## src/rtl/kiwi_run_seq_pkg.sv

```systemverilog
// kiwi_run_seq_pkg: state encoding and status codes shared by the run sequencer
package kiwi_run_seq_pkg;
   typedef enum logic [1:0] {IDLE, HOLD_RST, RUN, REPORT} state_t;
   localparam logic [1:0] ST_NONE    = 2'd0;
   localparam logic [1:0] ST_OK      = 2'd1;
   localparam logic [1:0] ST_TIMEOUT = 2'd2;
   localparam logic [1:0] ST_STALE   = 2'd3;
endpackage

```

## src/rtl/kiwi_sat_counter.sv

```systemverilog
// kiwi_sat_counter: saturating up-counter with clear taking priority over increment
module kiwi_sat_counter #(
   parameter int W = 8
) (
   input  logic         clk,
   input  logic         reset,
   input  logic         clr,
   input  logic         inc,
   output logic [W-1:0] q
);
   logic [W-1:0] q_q;
   // count up, stick at all-ones, clear wins
   always_ff @(posedge clk or posedge reset)
      if (reset) q_q <= '0;
      else if (clr) q_q <= '0;
      else if (inc && q_q != '1) q_q <= q_q + 1'b1;
   assign q = q_q;
endmodule

```

## src/rtl/kiwi_run_sequencer.sv

```systemverilog
// kiwi_run_sequencer: drives reset/run/report cycles of one Kiwi DUT; KIWI_RUN_SEQ_TRACE_EN enables run trace printing
module kiwi_run_sequencer
   import kiwi_run_seq_pkg::*;
#(
   parameter int RESET_CYCLES   = 4,
   parameter int TIMEOUT_CYCLES = 1800,
   parameter int CNT_W          = 32,
   parameter int RUNS_W         = 16
) (
   input  logic              clk,
   input  logic              reset,
   input  logic              start,
   input  logic              dut_done,
   output logic              dut_reset,
   output logic              busy,
   output logic              fin_pulse,
   output logic [1:0]        status,
   output logic [CNT_W-1:0]  cycles,
   output logic [RUNS_W-1:0] run_count
);
   localparam int HW = $clog2(RESET_CYCLES + 1);
   state_t        state_q, state_d;
   logic [HW-1:0] hold_q;
   logic          first_q, dut_reset_q, busy_q, fin_q;
   logic [1:0]    status_q, status_d;
   logic          timeout_hit, end_run, cyc_clr, cyc_inc;
   // next-state and run-termination decisions
   always_comb begin
      timeout_hit = TIMEOUT_CYCLES != 0 && ({1'b0, cycles} + 1'b1) == (CNT_W + 1)'(TIMEOUT_CYCLES);
      end_run     = state_q == RUN && (dut_done || timeout_hit);
      cyc_clr     = state_q == IDLE && start;
      cyc_inc     = state_q == RUN && !dut_done;
      status_d    = (first_q && dut_done) ? ST_STALE : dut_done ? ST_OK : ST_TIMEOUT;
      state_d     = state_q == IDLE     ? (start ? HOLD_RST : IDLE) :
                    state_q == HOLD_RST ? (hold_q == HW'(1) ? RUN : HOLD_RST) :
                    state_q == RUN      ? (end_run ? REPORT : RUN) : IDLE;
   end
   // sequencer state with all outputs registered from the next state
   always_ff @(posedge clk or posedge reset)
      if (reset) begin
         state_q     <= IDLE;
         hold_q      <= '0;
         first_q     <= 1'b0;
         dut_reset_q <= 1'b1;
         busy_q      <= 1'b0;
         fin_q       <= 1'b0;
         status_q    <= ST_NONE;
      end else begin
         state_q     <= state_d;
         hold_q      <= state_q == HOLD_RST ? hold_q - 1'b1 : HW'(RESET_CYCLES);
         first_q     <= state_d == RUN && state_q != RUN;
         dut_reset_q <= state_d != RUN;
         busy_q      <= state_d != IDLE;
         fin_q       <= state_d == REPORT;
         if (cyc_clr) status_q <= ST_NONE;
         else if (end_run) status_q <= status_d;
      end
   kiwi_sat_counter #(.W(CNT_W)) u_cycles (
      .clk(clk), .reset(reset), .clr(cyc_clr), .inc(cyc_inc), .q(cycles)
   );
   kiwi_sat_counter #(.W(RUNS_W)) u_runs (
      .clk(clk), .reset(reset), .clr(1'b0), .inc(end_run), .q(run_count)
   );
   assign dut_reset = dut_reset_q;
   assign busy      = busy_q;
   assign fin_pulse = fin_q;
   assign status    = status_q;
`ifdef KIWI_RUN_SEQ_TRACE_EN
   // simulation-only run trace
   always @(posedge clk) begin
      if (!reset && state_q == REPORT) $display("run %0d status %0d cycles %0d", run_count, status_q, cycles);
      if (!reset && end_run && !dut_done) $display("kiwi_run_sequencer: timeout");
   end
`else
`endif
endmodule

```

## config.mk

```make
export PLATFORM = sky130hd
export DESIGN_NAME = kiwi_run_sequencer
export DESIGN_NICKNAME = d
export VERILOG_FILES = /design/src/rtl/kiwi_run_seq_pkg.sv /design/src/rtl/kiwi_sat_counter.sv /design/src/rtl/kiwi_run_sequencer.sv
export SDC_FILE = /design/constraint.sdc
export NUM_CORES = 1
export LEC_CHECK = 0
export CAP_MARGIN = 10
export CELL_PAD_IN_SITES_DETAIL_PLACEMENT = 2
export CELL_PAD_IN_SITES_GLOBAL_PLACEMENT = 2
export CORE_MARGIN = 10
export CORE_UTILIZATION = 33
export CTS_CLUSTER_DIAMETER = 150
export DETAILED_ROUTE_END_ITERATION = 8
export PLACE_DENSITY = 0.8
export SLEW_MARGIN = 20
export SYNTH_ARGS = -nofsm -noshare
export SYNTH_HDL_FRONTEND = slang
export SYNTH_SLANG_ARGS = --single-unit
```

## constraint.sdc

```tcl
create_clock -name clk -period 3.74 [get_ports clk]
set_input_delay 0.748 -clock clk [delete_from_list [all_inputs] [get_ports clk]]
set_output_delay 0.748 -clock clk [all_outputs]
set_load 0.05 [all_outputs]
```

==> impl_metrics.yaml, run 1 <==
run_status:
  status: "finished clean"
clocking:
  cts_tree: "done"
  postCtsHoldBufs: 0
  htreeDepth: 3
  cts.clk_slew.worst_paths_ps: 80
  cts.sinks: 59
  clock_latency_ps: 360
  clockBufferDepth: 2
  cts_made_buffers: 9
  cts-root-buf: "clkbuf_8"
synth:
  ys_async_sr_fraction_pct: 100
  synth_cell_type_count: 58
  syn_inst: 415
  avgSynthCellArea_um2: 8.76
  ys_seq_area_share_pct: 40.7
  synth_edf_count: 0
  synth_area_um2: 3630
  synth-seq-cells: 59
  ys.flop_type: "dfrtp_1"
  syn-num-nets: 424
  yosys_warnings: 0
critical_path:
  endpoint_kind: "register"
  r2r_end: "u_runs.q[1]"
  reg2reg_depth: 8
  worstPathArrival_ps: 3660
  timing.setup.critical_path_class: "reg2reg"
  required_ps: 3990
  rrSetupSlack_ps: 320
  cp-start-kind: "register"
  r2r-start: "u_cycles.q[4]"
  cp_max_fo: 12
routing:
  wl_mm: 13.9
  wire_per_inst_um: 22.2
  via_per_inst: 5.81
  ant_nets: 0
  drtIter0Drc: 195
  firstDrtPassIters: 4
  num_vias: 3640
  drc: 0
timing:
  fmax_mhz: 293
  setup_viol: 0
  drv_slew: 0
  rsz0062_at_grt: "no"
  period_needed_ps: 3420
  clock_skew_ps: 9.12
  hold_violations: 0
  fin_crit_sh_pct: 91.3
  relSlewSlack_pct: 50.2
  setup-tns-final_ps: 0
  worstMarginPinSlew_ps: 742
job:
  cap_viol_max_count: 0
placement:
  place_hpwl_mm: 9.83
  place_congestion: 0.831
  io_buffers: 56
pwr:
  p_clk_share_pct: 31.7
  p_int_w: 0.00127
  power_leakage_nw: 1.87
  p_sw_share_pct: 38.4
  p_seq_share_pct: 38.6
  p_switching_w: 0.000791
  ir_worst_vdd_mv: 0.225
  p_total_w: 0.00206
  p_per_area_nw_per_um2: 440
  pwr-share-comb_pct: 29.8
grt:
  met1_usage_pct: 22.7
  grt_pass1_vias: 3899
  overflow: 0
  grt_max_degree: 27
  grt_use_total_pct: 17.3
  grtUsageMet2_pct: 28.2
  busiest_layer: "met2"
  grt_pass1_wl_mm: 22.4
  grtUsageMet3_pct: 3.21
  antenna_found_initial: 0
floorplanning:
  core_area_um2: 10800
  die_h_um: 125
  pin_count: 57
  rows: 38
  dieArea_um2: 15600
  start_util_pct: 33.7
  die_w_um: 125
layout:
  diodes: 0
  syn_to_final_growth_pct: 28.6
  fill_cells: 1174
  final_nets: 491
  drive_gt1_share_pct: 12.7
  multi_input_area_um2: 2040
  regArea_um2: 1480
worst_hold_path:
  hold_class: "reg2reg"
  whs_path_depth: 1
  hp-start: "hold_q[0]"
  min_to: "hold_q[0]"
==> flip-flops by register name (all words and copies together), names as in the netlist <==
signal,count
busy,1
dut_reset,1
fin_pulse,1
first_q,1
hold_q,3
state_q,2
status,2
u_cycles.q,32
u_runs.q,16
==> through the flow <==
stage | instance area [um2] | hold slack (ps) | std cells | setup WS [ps] | utilization [%]
after floorplan | 3630 | 432 | 415 | 284 | -
final | 4680 | 470 | 627 | 325 | 43.3
after CTS | 4640 | 484 | 622 | 176 | 43.0
after detailed placement | 4430 | 474 | 606 | 197 | 41.0
after global placement | 4430 | 445 | 606 | 338 | 41.0
after global routing | 4680 | 502 | 627 | 47.9 | 43.3
==> cell families (layout without fill, tap and decap cells) <==
| family | Yosys count | after routing | synth area share [%] |
|---|---|---|---|
| simple gates | 194 | 194 | 30.4 |
| flops | 59 | 59 | 40.7 |
| mux | 1 | 1 | 0.310 |
| buf+inv | 32 | 104 | 3.65 |
| compound gates | 105 | 105 | 18.7 |
| xor+xnor | 19 | 19 | 4.58 |
| fa+ha+maj | 5 | 5 | 1.72 |
==> per-layer routing <==
| metal | vias up | part of all wire [%] |
|---|---|---|
| met5 | - | 0 |
| li1 | 1668 | - |
| met4 | 0 | 1.7 |
| met3 | 22 | 4.9 |
| met2 | 86 | 48 |
| met1 | 1864 | 45 |
==> critical path: stages, from the launching register on <==
cell      delay, ps
dfrtp_1         500
nand4_1         360
or4_1           760
o31a_1          360
o22ai_1         170
and4bb_1        230
a31oi_4         400
nor2_1          150
mux2_1          350
==> cell usage after synthesis (all sizes together), types with 2 or more instances <==
master / count / area share [%]
a21boi: 3 / 0.62
a211oi: 2 / 0.41
dfrtp: 58 / 40
xnor2: 2 / 0.48
nand4b: 2 / 0.48
nand3: 26 / 3.6
inv: 7 / 0.72
or2: 2 / 0.34
nor3: 17 / 3.7
buf: 9 / 1.3
o22ai: 2 / 0.34
nand2: 45 / 4.6
a21o: 2 / 0.41
ha: 5 / 1.7
nor4: 11 / 2.3
nand4: 12 / 2.2
o41ai: 6 / 1.4
a31oi: 8 / 1.8
and2: 10 / 1.7
and4: 7 / 1.7
xor2: 17 / 4.1
nor2: 30 / 3.1
o31a: 2 / 0.48
or4: 6 / 1.2
o21ai: 43 / 5.9
o31ai: 16 / 3.3
nor4b: 2 / 0.89
and3: 13 / 2.2
a21oi: 12 / 1.8
clkbuf: 16 / 1.7
nand2b: 6 / 1.0
==> power by group through the flow <==
stage	combinational, W	sequential (W)	clock, W
5_1_grt	0.000661	0.000807	0.000690
4_1_cts	0.000609	0.000792	0.000661
6_report	0.000613	0.000793	0.000651
3_3_place_gp	0.000577	0.000794	0
3_5_place_dp	0.000602	0.000802	0
2_1_floorplan	0.000212	0.000961	0
==> how the worst max path moves through the flow <==
| stage | slack (ps) | end | cells past startpoint | startpoint |
|---|---|---|---|---|
| after global routing | 50 | u_runs.q[2] | 10 | u_cycles.q[4] |
| final | 320 | u_runs.q[1] | 8 | u_cycles.q[4] |
| after detailed placement | 200 | u_runs.q[1] | 8 | u_cycles.q[4] |
| after global placement | 340 | u_runs.q[1] | 8 | u_cycles.q[4] |
| after floorplan | 280 | u_runs.q[3] | 12 | u_cycles.q[0] |
| after CTS | 180 | u_runs.q[1] | 8 | u_cycles.q[4] |
==> repair_timing <==
| action | CTS | global route |
|---|---|---|
| resized for setup | 0 | 0 |
| setup buffers | 0 | 5 |
| endpoints found under the setup margin | 0 | 1 |
==> final cells by class <==
| type | count | area share, % |
|---|---|---|
| Tap cell | 140 | 3.75 |
| Multi-Input combinational cell | 324 | 43.5 |
| Clock buffer | 12 | 3.53 |
| Clock inverter | 4 | 1.02 |
| Sequential cell | 59 | 31.6 |
| Inverter | 7 | 0.562 |
| Timing Repair Buffer | 81 | 16.0 |
==> placed cells by master, fill, tap and decap left out, drive strengths merged, types with 3 or more instances in the layout <==
cell type      count
a31oi              8
o21ai             43
xor2              17
a21oi             12
or4                6
nand3             26
and4               7
nand4             12
and2              10
nand2             45
clkdlybuf4s50     56
nor2              30
inv                7
nor4              11
dfrtp             58
a21boi             3
nor3              17
nand2b             6
clkbuf            12
buf               25
o31ai             16
ha                 5
and3              13
o41ai              6
Power figures use the tool's default switching activity.
==> run 2: changes to the inputs <==
- CORE_UTILIZATION: 33 -> 34
- CTS_BUF_LIST: not set -> sky130_fd_sc_hd__clkbuf_4
- HOLD_SLACK_MARGIN: not set -> 0.06
- PLACE_DENSITY: 0.8 -> 0.82
- SLEW_MARGIN: 20 -> 10
==> impl_metrics.yaml, run 2 (same netlist as run 1, synthesis figures left out) <==
timing:
  setup_viol: 0
  clock_skew_ps: 13.1
  hold_violations: 0
  rsz0062_at_grt: "no"
  setup-tns-final_ps: 0
  fin_crit_sh_pct: 92.9
  relSlewSlack_pct: 47.9
  worstMarginPinSlew_ps: 774
  drv_slew: 0
  period_needed_ps: 3470
  fmax_mhz: 288
worst_hold_path:
  whs_path_depth: 1
  min_to: "hold_q[0]"
  hold_class: "reg2reg"
  hp-start: "hold_q[0]"
layout:
  syn_to_final_growth_pct: 24.5
  regArea_um2: 1480
  multi_input_area_um2: 2040
  largest_reg_flops: 32
  final_cell_mix: "dfrtp_1 (58), clkdlybuf4s50_1 (56), nand2_1 (45), o21ai_0 (42), nor2_1 (30)"
  drive_gt1_share_pct: 10.9
  final_nets: 482
  fill_cells: 1167
  diodes: 0
  mostFrequentLayoutCell: "dfrtp_1"
critical_path:
  startpoint: "u_cycles.q[1]"
  cp-start-kind: "register"
  cp_cell_sequence: "ha_2 > nand4_1 > or4_1 > o31ai_1 > o311ai_1 > and4bb_1 > a31oi_4 > buf_4 > nor3b_1 > xor2_1"
  slowest_stage: "or4_1"
  reg2reg_depth: 10
  cp_max_fo: 10
  r2r_end: "u_runs.q[2]"
  r2r-start: "u_cycles.q[1]"
  rrSetupSlack_ps: 270
  worstPathArrival_ps: 3820
  max_stage_delay_ps: 620
  path_buf_inv: 1
  timing.setup.critical_path_class: "reg2reg"
  critPathTopFamily: "simple AND/OR/NAND/NOR gates"
  required_ps: 4080
  endpoint_kind: "register"
grt:
  grt_max_degree: 33
  overflow: 0
  grt_pass1_wl_mm: 21.4
  grt_use_total_pct: 17.7
  antenna_found_initial: 0
  grt_pass1_vias: 3833
floorplanning:
  pin_count: 57
  start_util_pct: 35.1
  die_w_um: 123
  rows: 37
  die_h_um: 123
  dieArea_um2: 15200
  core_area_um2: 10400
routing:
  num_vias: 3624
  via_per_inst: 5.90
  firstDrtPassIters: 4
  wl_mm: 13.0
  drc: 0
  wire_per_inst_um: 21.2
  ant_nets: 0
  drtIter0Drc: 216
clocking:
  cts_tree: "done"
  cts-root-buf: "clkbuf_4"
  cts_made_buffers: 9
  postCtsHoldBufs: 0
  cts.sinks: 59
  htreeDepth: 3
  clockBufferDepth: 2
  clock_latency_ps: 410
  cts.clk_slew.worst_paths_ps: 100
run_status:
  status: "finished clean"
placement:
  place_hpwl_mm: 9.61
  io_buffers: 56
  place_congestion: 0.855
job:
  cap_viol_max_count: 0
pwr:
  p_total_w: 0.00184
  power_leakage_nw: 1.79
  p_per_area_nw_per_um2: 407
  ir_worst_vdd_mv: 0.239
-- run 2: worst max path at each step --
stage / endpoint / slack (ps) / cells after the start
floorplan: u_runs.q[3] / 280 / 12
global placement: u_runs.q[2] / 470 / 10
detailed placement: u_runs.q[2] / 210 / 10
CTS: u_runs.q[2] / 200 / 10
global route: u_runs.q[9] / 100 / 10
finish: u_runs.q[2] / 270 / 10
-- run 2: metal layers --
layer | share of wire [%] | vias to the layer above | track usage (%)
met4 | 0.89 | 0 | 4.66
met1 | 44 | 1864 | 22.2
met5 | 0 | - | 0
met3 | 4.9 | 10 | 3.92
li1 | - | 1673 | -
met2 | 50 | 77 | 30.1
-- run 2: final cells by class --
cell class,count,area share [%]
clock buffers,12,1.99
flip-flops and latches,59,32.7
inverters,7,0.581
multi-input cells,324,45.0
well taps,136,3.76
clock inverters,4,0.940
repair buffers,72,15.0
-- run 2: what timing repair did --
item / CTS / global route
endpoints found under the setup margin: 0 / 1
resized for setup: 0 / 1
buffers inserted: 0 / 0
-- run 2: power by group --
group	internal, W	switching, W	total (W)
registers	0.000716	0.0000756	0.000791
logic	0.000185	0.000398	0.000583
clock network	0.000222	0.000247	0.000469
total	0.00112	0.000721	0.00184
-- run 2: metrics by stage --
stage                     hold slack [ps]  worst slack [ps]  area [um2]  std cells  utilization (%)
after global routing                  522              95.7        4530        614             43.6
after detailed placement              462               209        4390        598             42.3
after CTS                             476               196        4520        614             43.6
final                                 467               267        4530        614             43.6
after floorplan                       432               284        3630        415                -
after global placement                446               467        4390        598             42.3
-- run 2: worst register-to-register path, stage by stage (launching register included) --
cell and delay, ps:
dfrtp_1 480, ha_2 340, nand4_1 210, or4_1 620, o31ai_1 360, o311ai_1 150, and4bb_1 370, a31oi_4 190
buf_4 240, nor3b_1 270, xor2_1 170
==> variant 1 (config.mk and constraints of run 1) <==
The 4 states of `state_t` get a one-hot encoding in 4 bits.
--- a/src/rtl/kiwi_run_seq_pkg.sv
+++ b/src/rtl/kiwi_run_seq_pkg.sv
@@ -1,5 +1,5 @@
 // kiwi_run_seq_pkg: state encoding and status codes shared by the run sequencer
 package kiwi_run_seq_pkg;
-   typedef enum logic [1:0] {IDLE, HOLD_RST, RUN, REPORT} state_t;
+   typedef enum logic [3:0] {IDLE = 4'b0001, HOLD_RST = 4'b0010, RUN = 4'b0100, REPORT = 4'b1000} state_t;
    localparam logic [1:0] ST_NONE    = 2'd0;
    localparam logic [1:0] ST_OK      = 2'd1;
Behaviour: no difference found for any inputs over 10 cycles, from zero or initial values and one cycle with reset high; not proved beyond that.
==> variant 1 against run 1 <==
- worst setup slack improved by 0.071 ns
- sequential cell count rose by 2
- non-clock buffer count fell by 9
- area after synthesis rose by 3.6%
- routed wire length fell by 7.4%
- final cell count fell by 1.3%
- critical endpoint is now u_cycles.q[23]
- final area rose by 3.4%
- critical path type unchanged
Power is not compared: it rests on default switching activity, and its combinational part moved more than twofold at a synthesized area within 25%.
==> variant 1: results (changes against run 1) <==
<table>
<tr><th>Metric</th><th>Value</th></tr>
<tr><th colspan="2">Clock tree</th></tr>
<tr><td>Clock root buffer</td><td>sky130_fd_sc_hd__clkbuf_16 (was sky130_fd_sc_hd__clkbuf_8)</td></tr>
<tr><td>Clk pin slew, worst setup/hold paths</td><td>0.06 ns (was 0.08 ns)</td></tr>
<tr><td>CTS HTree Levels</td><td>3 (unchanged)</td></tr>
<tr><td>Insertion delay to the later sink of the worst-skew pair</td><td>0.34 ns (was 0.36 ns)</td></tr>
<tr><th colspan="2">Placement</th></tr>
<tr><td>Placed wire-length estimate</td><td>9040 um (was 9830 um)</td></tr>
<tr><td>Number of placed instances, taps included</td><td>600 (was 606)</td></tr>
<tr><td>Gp weighted congestion</td><td>0.758 (was 0.831)</td></tr>
<tr><td>Standard cell area after detailed placement</td><td>4480 um^2 (was 4430 um^2)</td></tr>
<tr><td>Count of input and output buffers</td><td>56 (unchanged)</td></tr>
<tr><th colspan="2">Cells and area</th></tr>
<tr><td>Layout Nets</td><td>483 (was 491)</td></tr>
<tr><td>Layout Cells excl Fill</td><td>619 (was 627)</td></tr>
<tr><td>FILL cells</td><td>1229 (was 1174)</td></tr>
<tr><td>Share of cells above drive strength 1</td><td>11.9% (was 12.7%)</td></tr>
<tr><th colspan="2">Synthesis</th></tr>
<tr><td>Net Count, Synth</td><td>428 (was 424)</td></tr>
<tr><td>Post-synthesis cell type count</td><td>55 (was 58)</td></tr>
<tr><td>Share of synthesized area occupied by flip-flops and latches</td><td>40.6% (was 40.7%)</td></tr>
<tr><td>Cells taking the most area after synthesis</td><td>sky130_fd_sc_hd__dfrtp_1 39%, sky130_fd_sc_hd__o21ai_0 5.8%, sky130_fd_sc_hd__xnor2_1 4.4% (was sky130_fd_sc_hd__dfrtp_1 40%, sky130_fd_sc_hd__o21ai_0 5.8%, sky130_fd_sc_hd__nand2_1 4.6%)</td></tr>
<tr><td>Instance count of the mapped netlist</td><td>419 (was 415)</td></tr>
<tr><th colspan="2">Critical path</th></tr>
<tr><td>Largest driver fanout on the critical path</td><td>30 (was 12)</td></tr>
<tr><th colspan="2">Global routing</th></tr>
<tr><td>Global routing usage summed across all routing layers</td><td>16.1% (was 17.3%)</td></tr>
<tr><td>Pin count of the biggest net entering global routing</td><td>40 (was 27)</td></tr>
<tr><td>Via count of the first global-routing pass</td><td>3917 (was 3899)</td></tr>
<tr><td>First-pass GRT wire length</td><td>21500 um (was 22400 um)</td></tr>
<tr><th colspan="2">Run status</th></tr>
<tr><td>Status</td><td>finished, final reports clean (unchanged)</td></tr>
<tr><th colspan="2">Drt</th></tr>
<tr><td>Detailed Route Iter0 Violations</td><td>182 (was 195)</td></tr>
<tr><td>Total detailed-routing wirelength</td><td>12900 um (was 13900 um)</td></tr>
<tr><th colspan="2">STA</th></tr>
<tr><td>Final setup skew</td><td>0.00704 ns (was 0.00912 ns)</td></tr>
<tr><td>Actual transition at the worst max-transition pin</td><td>0.977 ns (was 0.742 ns)</td></tr>
</table>
variant 1: cell types whose count changed after synthesis, sizes merged, moves of 5 or more:
cell,change
xnor2,+18
a21oi,-6
clkbuf,-6
xor2,-15
buf,+9
or4,-5
and3,+8
nor3,-8
variant 1: critical path, stage by stage, from the launching register on:
cell	delay, ns
sky130_fd_sc_hd__dfrtp_1	0.50
sky130_fd_sc_hd__ha_1	0.35
sky130_fd_sc_hd__nand4_2	0.28
sky130_fd_sc_hd__nor3_4	0.43
sky130_fd_sc_hd__and2_1	0.22
sky130_fd_sc_hd__and3_1	0.26
sky130_fd_sc_hd__a31o_2	0.38
sky130_fd_sc_hd__and2_1	0.19
sky130_fd_sc_hd__buf_4	0.31
sky130_fd_sc_hd__o21ai_0	0.17
sky130_fd_sc_hd__o41ai_1	0.11
variant 1: cell type report:
class                      count  area share [%]
clock buffer                   9            4.66
timing repair buffer          72            14.9
tap                          140            3.62
sequential                    61            31.6
inverter                      11           0.854
multi-input combinational    319            42.8
clock inverter                 7            1.58
variant 1: through the flow:
stage,worst slack (ns),utilization [%]
floorplan,0.566,-
global placement,0.473,40.7
detailed placement,0.268,40.7
CTS,0.217,43.4
global route,0.136,43.8
finish,0.396,43.8
variant 1: kinds of logic after synthesis:
family	Yosys count	share of synthesized area, %
simple gates	192	30.3
compound gates	99	17.2
flops	61	40.6
buf+inv	39	4.68
xor+xnor	22	5.31
fa+ha+maj	5	1.66
mux	1	0.299
variant 1: final timing paths:
| check | start | to | slack, ns | cells after the start |
|---|---|---|---|---|
| min | hold_q[0] | hold_q[0] | 0.46 | 1 |
| min in group asynchronous | reset | hold_q[1] | 0.79 | 2 |
| max | u_cycles.q[0] | u_cycles.q[23] | 0.40 | 10 |
| max in group asynchronous | reset | dut_reset | 2.29 | 3 |
| max reg2reg | u_cycles.q[0] | u_cycles.q[23] | 0.40 | 10 |
| min reg2reg | hold_q[0] | hold_q[0] | 0.46 | 1 |
variant 1: repair_timing:
action	CTS	global route
setup endpoints to repair	0	8
buffers inserted	0	3
resized for setup	0	0
hold buffers	0	0
variant 1: power by group:
group / internal, mW / leakage (nW) / total (mW) / switching, mW
Sequential: 0.689 / 0.838 / 0.706 / 0.0166
Clock: 0.518 / 0.142 / 0.859 / 0.341
Combinational: 0.0572 / 1.03 / 0.169 / 0.112
Total: 1.26 / 2.01 / 1.73 / 0.470
variant 1: layer usage:
metal | wire length, um | vias up | track usage [%] | share of wire [%]
met5 | 0 | - | 0 | 0
met4 | 164 | 0 | 4.29 | 1.3
met3 | 620 | 12 | 4.21 | 4.8
met2 | 6400 | 61 | 27.4 | 50
met1 | 5700 | 1820 | 19.7 | 44
li1 | - | 1650 | - | -
==> variant 2 (settings of run 1) <==
Without the edit above. `TIMEOUT_CYCLES`: 1800 -> 900.
--- a/src/rtl/kiwi_run_sequencer.sv
+++ b/src/rtl/kiwi_run_sequencer.sv
@@ -4,5 +4,5 @@
 #(
    parameter int RESET_CYCLES   = 4,
-   parameter int TIMEOUT_CYCLES = 1800,
+   parameter int TIMEOUT_CYCLES = 900,
    parameter int CNT_W          = 32,
    parameter int RUNS_W         = 16
Formal check against the unedited RTL: no difference found for any inputs over 10 cycles, from zero or initial values and one cycle with reset high; that may be too few to reach the edited logic, so the function may still have changed.
==> variant 2 against run 1 <==
- final area down 5.7%
- worst setup slack worse by 0.048 ns
- final cell count down 5.6%
- routed wire length down 18%
- area after synthesis down 4.0%
- power down 11%
- sequential cell count unchanged
- critical endpoint is now u_runs.q[7]
- largest cell class unchanged
- largest power group unchanged
==> variant 2: results (changes against run 1) <==
<table>
<tr><th>Metric</th><th>Value</th></tr>
<tr><th colspan="2">STA</th></tr>
<tr><td>Final setup skew</td><td>0.0105 ns (was 0.00912 ns)</td></tr>
<tr><th colspan="2">Global routing</th></tr>
<tr><td>Global routing usage summed across all routing layers</td><td>15.6% (was 17.3%)</td></tr>
<tr><td>Met2 global-route usage</td><td>27.0% (was 28.2%)</td></tr>
<tr><td>Grt met3 use</td><td>3.81% (was 3.21%)</td></tr>
<tr><th colspan="2">Drt</th></tr>
<tr><td>Total detailed-routing wirelength</td><td>11500 um (was 13900 um)</td></tr>
<tr><td>Met1 Wirelength</td><td>5060 um (was 6260 um)</td></tr>
<tr><th colspan="2">Cells and area</th></tr>
<tr><td>Multi-input gate area in the final layout</td><td>1890 um^2 (was 2040 um^2)</td></tr>
<tr><td>Sequential share of cell area</td><td>33.5% (was 31.6%)</td></tr>
<tr><td>Number of multi-input logic gates</td><td>299 (was 324)</td></tr>
<tr><td>Count of flip-flops and latches</td><td>59 (unchanged)</td></tr>
<tr><td>Non-clock buffering overhead in the final layout</td><td>14.4% (was 16.0%)</td></tr>
<tr><td>Final core utilization</td><td>42.7% (was 43.3%)</td></tr>
<tr><td>Clock buffer instance count of the final layout</td><td>9 (was 12)</td></tr>
<tr><td>Layout Cells excl Fill</td><td>592 (was 627)</td></tr>
<tr><th colspan="2">Synthesis</th></tr>
<tr><td>XOR/XNOR share of the synthesized area</td><td>7.53% (was 4.58%)</td></tr>
<tr><td>Mean Syn Cell Area</td><td>8.88 um^2 (was 8.76 um^2)</td></tr>
<tr><td>Cells taking the most area after synthesis</td><td>sky130_fd_sc_hd__dfrtp_1 42%, sky130_fd_sc_hd__o21ai_0 5.3%, sky130_fd_sc_hd__xor2_1 4.3% (was sky130_fd_sc_hd__dfrtp_1 40%, sky130_fd_sc_hd__o21ai_0 5.8%, sky130_fd_sc_hd__nand2_1 4.6%)</td></tr>
<tr><th colspan="2">Critical path</th></tr>
<tr><td>End point of the critical path</td><td>u_runs.q[7] (was u_runs.q[1])</td></tr>
<tr><td>Peak per-stage delay on the critical path</td><td>0.50 ns (was 0.76 ns)</td></tr>
<tr><td>Start of the worst register-to-register path</td><td>u_cycles.q[0] (was u_cycles.q[4])</td></tr>
<tr><td>Slowest CP cell</td><td>sky130_fd_sc_hd__dfrtp_1 (was sky130_fd_sc_hd__or4_1)</td></tr>
<tr><td>Data arrival time of the critical path</td><td>3.73 ns (was 3.66 ns)</td></tr>
<tr><th colspan="2">Run status</th></tr>
<tr><td>Status</td><td>finished, final reports clean (unchanged)</td></tr>
<tr><th colspan="2">Placement</th></tr>
<tr><td>Number of placed instances, taps included</td><td>574 (was 606)</td></tr>
<tr><td>Gp weighted congestion</td><td>0.818 (was 0.831)</td></tr>
<tr><td>Placed wire-length estimate</td><td>8340 um (was 9830 um)</td></tr>
<tr><th colspan="2">Pwr</th></tr>
<tr><td>LEAKAGE</td><td>1.84 nW (was 1.87 nW)</td></tr>
</table>
## variant 2: worst register-to-register path, stage by stage (launching register included)
cell and delay, ns:
sky130_fd_sc_hd__dfrtp_1 0.50, sky130_fd_sc_hd__ha_1 0.36, sky130_fd_sc_hd__nand3_1 0.35, sky130_fd_sc_hd__nor3_4 0.40, sky130_fd_sc_hd__mux2_2 0.37, sky130_fd_sc_hd__a2bb2oi_1 0.14
sky130_fd_sc_hd__nor3_1 0.23, sky130_fd_sc_hd__nand4_1 0.18, sky130_fd_sc_hd__a21bo_2 0.40, sky130_fd_sc_hd__nor3_1 0.30, sky130_fd_sc_hd__xor2_1 0.16
## variant 2: report_power, final
group / switching, mW / internal (mW) / leakage, nW
logic: 0.338 / 0.166 / 0.975
registers: 0.0710 / 0.706 / 0.787
clock network: 0.299 / 0.243 / 0.0818
total: 0.708 / 1.11 / 1.84
